===== config.mk =====
export PLATFORM = sky130hd
export DESIGN_NAME = bcd_to_bin
export DESIGN_NICKNAME = d
export VERILOG_FILES = /design/src/rtl/bcd_to_bin.sv
export SDC_FILE = /design/constraint.sdc
export NUM_CORES = 1
export LEC_CHECK = 0
export CAP_MARGIN = 40
export CELL_PAD_IN_SITES_DETAIL_PLACEMENT = 0
export CELL_PAD_IN_SITES_GLOBAL_PLACEMENT = 1
export CORE_MARGIN = 5
export CORE_UTILIZATION = 43
export CTS_CLUSTER_SIZE = 10
export DETAILED_ROUTE_END_ITERATION = 7
export PLACE_DENSITY = 0.89
export SLEW_MARGIN = 15
export SYNTH_ARGS = -nofsm -noshare
export SYNTH_HDL_FRONTEND = slang
export SYNTH_SLANG_ARGS = --single-unit
export TNS_END_PERCENT = 100

===== constraint.sdc =====
create_clock -name clk -period 2.91 [get_ports clk]
set_input_delay 0.4365 -clock clk [delete_from_list [all_inputs] [get_ports clk]]
set_output_delay 0.4365 -clock clk [all_outputs]
set_load 0.01 [all_outputs]

===== src/rtl/bcd_to_bin.sv =====
// Sequential BCD-to-binary converter (reverse double-dabble) with a
// start/busy/done handshake and an illegal-digit flag.

// Per-digit cell: post-shift correction of one BCD nibble plus illegal-digit detect.
module bcd_digit_fix (
    input  logic [3:0] nib_sh,
    input  logic [3:0] nib_in,
    output logic [3:0] nib_fix,
    output logic       bad
);
    always_comb begin
        nib_fix = (nib_sh >= 4'd8) ? nib_sh - 4'd3 : nib_sh;
        bad     = (nib_in > 4'd9);
    end
endmodule

module bcd_to_bin #(
    parameter int DIGITS = 3,
    parameter int BIN_W  = 10
) (
    input  logic                  clk,
    input  logic                  rst,
    input  logic                  start,
    input  logic [4*DIGITS-1:0]   bcd_in,
    output logic [BIN_W-1:0]      bin_out,
    output logic                  busy,
    output logic                  done,
    output logic                  err
);
    localparam int SW = 4*DIGITS + BIN_W;
    localparam int CW = $clog2(BIN_W + 1);

    typedef enum logic [1:0] {IDLE, CONV, FAIL} state_t;

    state_t                    state, state_nx;
    logic [SW-1:0]             sr, sr_sh, sr_fix;
    logic [CW-1:0]             cnt;
    logic [DIGITS-1:0][3:0]    fix_vec;
    logic [DIGITS-1:0]         bad_vec;
    logic                      accept, last;

    assign sr_sh = sr >> 1;

    // BCD digits live above the binary field; digit DIGITS-1 is most significant.
    for (genvar g = 0; g < DIGITS; g++) begin : g_dig
        bcd_digit_fix u_dig (
            .nib_sh  (sr_sh[BIN_W + 4*g +: 4]),
            .nib_in  (bcd_in[4*g +: 4]),
            .nib_fix (fix_vec[g]),
            .bad     (bad_vec[g])
        );
    end

    assign sr_fix = {fix_vec, sr_sh[BIN_W-1:0]};
    assign accept = (state == IDLE) && start;
    assign last   = (state == CONV) && (cnt == CW'(1));

    always_ff @(posedge clk or posedge rst) begin
        if (rst) state <= IDLE;
        else     state <= state_nx;
    end

    always_comb begin
        state_nx = state;
        case (state)
            IDLE: if (start) state_nx = (|bad_vec) ? FAIL : CONV;
            CONV: if (cnt == CW'(1)) state_nx = IDLE;
            FAIL: state_nx = IDLE;
            default: state_nx = IDLE;
        endcase
    end

    always_comb begin
        busy = (state != IDLE);
    end

    // done is a single-cycle pulse; it drops on any edge that does not complete.
    always_ff @(posedge clk or posedge rst) begin
        if (rst) begin
            sr      <= '0;
            cnt     <= '0;
            bin_out <= '0;
            done    <= 1'b0;
            err     <= 1'b0;
        end else begin
            done <= 1'b0;
            if (accept) begin
                sr  <= {bcd_in, {BIN_W{1'b0}}};
                cnt <= CW'(BIN_W);
                err <= 1'b0;
            end else if (state == CONV) begin
                sr  <= sr_fix;
                cnt <= cnt - CW'(1);
                if (last) begin
                    bin_out <= sr_fix[BIN_W-1:0];
                    done    <= 1'b1;
                end
            end else if (state == FAIL) begin
                bin_out <= '0;
                err     <= 1'b1;
                done    <= 1'b1;
            end
        end
    end
endmodule

==> impl_results.md <==
* Tightest Pin Transition at approximately 540 ps
* Seq/Total Area, Yosys at 53.5%
* Leak pwr at 0.00100 uW
* Yosys warning count at 0
* Post-Syn Area per Cell at 9.46 um^2
* Aggregate routed wire length at 3410 um
* CP max FO at 3
* Antenna Violating Nets Remaining at 0
* Die H at 75.2 um
* Area delta synth->final at 24.8%
* DRC viols at 0
* Syn_nets at approximately 220
* DRT Pass-1 Iters at 4
* Most used flip-flop cell after synthesis: dfrtp_1
* Worst R2R Path Depth at 8
* Post-cts sizing count at 0
* Num CTS Buffers at 5
* Vias/cell at 5.01
* Hold depth at 2
* Register bit count reported by yosys at 39
* WP depth at 4
* RSZ-0062 raised after global routing: false
* Clock tree buffer depth at 2
* EDFF count, synth at 0
* Period utilization at ~69%
* Synth unique cells at 26
* Crit-path cells: inv_1, ha_1, inv_1, clkdlybuf4s50_1
* Pwr Density at 840 nW/um^2
* Launch point of the worst reg-to-reg path: state[1]$_DFFE_PP0P_
* Max Cap Viol at 0
* Overflow after GRT at 0
* Startpoint Class: flop
* Sum of negative setup slack at 0 ps
* Most common cell in the synthesized netlist: nand2_1
* Antenna violations before repair at 0
* Dpl hpwl at approximately 2300 um
* Postcts setup bufs at 0
* Post-Syn Area at 1830 um^2
* Max-Slew Margin vs Limit at 63.8%
* Final setup viols at 0
* Hold Vio Cnt, Final at 0
* DR vias at between 1000 and 1500
* Top post-synthesis cells by area: dfrtp_1, nand2_1, ha_1, a21oi_1, o21ai_1
* H-tree Lvls at 2
* Setup Skew at between 5 and 6 ps
* Worst Setup SP: state[0]$_DFFE_PP0P_
* Critical path class: flop to primary output
* CP max stage delay at 530 ps
* Area share of the largest cell type after synthesis at a little over half
* Peak supply drop at around 0.00047 V
* Most frequent cells after synthesis: nand2_1, dfrtp_1, a21oi_1, o21ai_1, inv_1
* CORE AREA at 4060 um^2
* Post-synth top area cell: dfrtp_1
* CP max stage cell: clkdlybuf4s50_1
* F_max at 500 MHz
* Largest net degree at the start of global routing at 40
* # hold bufs at CTS at 0
* Initial Util at between 40% and 50%
* Placer Congestion at 0.722
* First-pass GRT wire length at 5690 um
* Die Area at between 5000 and 6000 um^2
* Mean routed wirelength per cell at 12.5 um
* Rows at 23
* # fillers at 390
* Worst hold-check path type: flop to flop
* Clock sink count at 39
* Post-Syn Instances at 193
* GRT Util Overall at 13.6%
* Crit-path leading delay family: buffers and inverters
* Fin util at a little under three fifths
* Crit-path most repeated cell: inv_1
* Number of DRC markers in iteration 0 at 77
* Share of cells above drive strength 1 at 6.28%
* Worst Path Required at 2470 ps
* Flop2flop setup slack at 1120 ps
* Crit path capture: busy
* Vias in the first global route at 1270
* WP data arrival at 1560 ps
* Root Driver: clkbuf_8
* Worst skew pair latency at 300 ps
* Crit. End Element: primary output
* Die Span X at 75.2 um
* PortBufs at 27
* TritonCTS clock tree: done
* FF-to-FF End: bin_out[9]$_DFFE_PP0P_
* Slew Viols, Final at 0
* Worst-path clk slew at 70 ps
* WP buf/inv at 3
* Nets at between 200 and 250
* Status: completed
* Period minus WS final at 2000 ps
* Fraction of registers with async set/reset at 100%
* Ant diodes at 0
* Boundary pin count at 28
==> power breakdown <==
| part | switching [uW] | internal [uW] | total (uW) |
|---|---|---|---|
| clock network | 190 | 343 | 532 |
| logic | 342 | 275 | 616 |
| registers | 102 | 663 | 765 |
==> final cells by class <==
class                           count  area [um^2]  area share (%)
Clock buffer                        6         72.6            3.19
Clock inverter                      2         60.1            2.64
Inverter                           11         41.3            1.81
Multi-Input combinational cell    134          766            33.6
Sequential cell                    39          976            42.8
Tap cell                           50         62.6            2.75
Timing Repair Buffer               31          300            13.2
==> metal layers <==
| layer | global-route usage, % | part of all wire [%] | vias up |
|---|---|---|---|
| li1 | - | - | 696 |
| met1 | 16.5 | 49 | 638 |
| met2 | 21.9 | 44 | 28 |
| met3 | 4.01 | 5.4 | 7 |
| met4 | 6.99 | 2.0 | 0 |
| met5 | 0 | 0 | - |
==> how the worst min path moves through the flow <==
| stage | from | endpoint | slack, ps |
|---|---|---|---|
| 2_1_floorplan | sr[21]$_DFFE_PP0P_ | sr[21]$_DFFE_PP0P_ | 470 |
| 3_3_place_gp | bin_out[5]$_DFFE_PP0P_ | bin_out[5]$_DFFE_PP0P_ | 470 |
| 3_5_place_dp | bin_out[3]$_DFFE_PP0P_ | bin_out[3]$_DFFE_PP0P_ | 480 |
| 4_1_cts | bin_out[3]$_DFFE_PP0P_ | bin_out[3]$_DFFE_PP0P_ | 500 |
| 5_1_grt | bin_out[4]$_DFFE_PP0P_ | bin_out[4]$_DFFE_PP0P_ | 530 |
| 6_report | bin_out[5]$_DFFE_PP0P_ | bin_out[5]$_DFFE_PP0P_ | 490 |
==> worst register-to-register path: cells and delay by family (launching register included) <==
kind                       cells  cell delay (ps)
buffers and inverters          4              840
DFF                            1              400
AOI/OAI and AO/OA              2              270
adders and majority gates      1              140
and+or+nand+nor                1               80
==> cell usage in the layout, fill, tap and decap left out, types with 4 or more instances in the layout <==
master	n
nand2_1	44
dfrtp_1	39
clkdlybuf4s50_1	27
o21ai_1	19
a21oi_1	19
inv_1	10
ha_1	9
nor2_1	8
xnor2_1	6
o21ai_0	6
mux2i_1	5
clkbuf_8	5
buf_4	4
==> sequential cells by signal, summed over array words and instances, names as in the netlist <==
name and flops:
bin_out 10, cnt 4, done 1, err 1, sr 21, state 2
==> kinds of logic after synthesis <==
kind of cell,Yosys count,share of synthesized area (%)
DFF,39,53.5
xor gates and xnor gates,7,3.36
and+or+nand+nor,62,14.5
AOI/OAI and AO/OA,51,15.1
muxes,5,2.74
buffers and inverters,20,4.59
adders and majority gates,9,6.17
==> per-stage QoR <==
stage	area, um^2	setup slack [ps]	std cells	total power [uW]	hold WS [ps]
CTS	2280	888	273	1940	496
global placement	2150	989	265	1390	468
finish	2280	911	273	1910	489
detailed placement	2150	919	265	1400	478
floorplan	1830	1580	193	1220	466
global route	2280	811	273	2050	525
No activity file was read; power rests on OpenSTA's default activity.
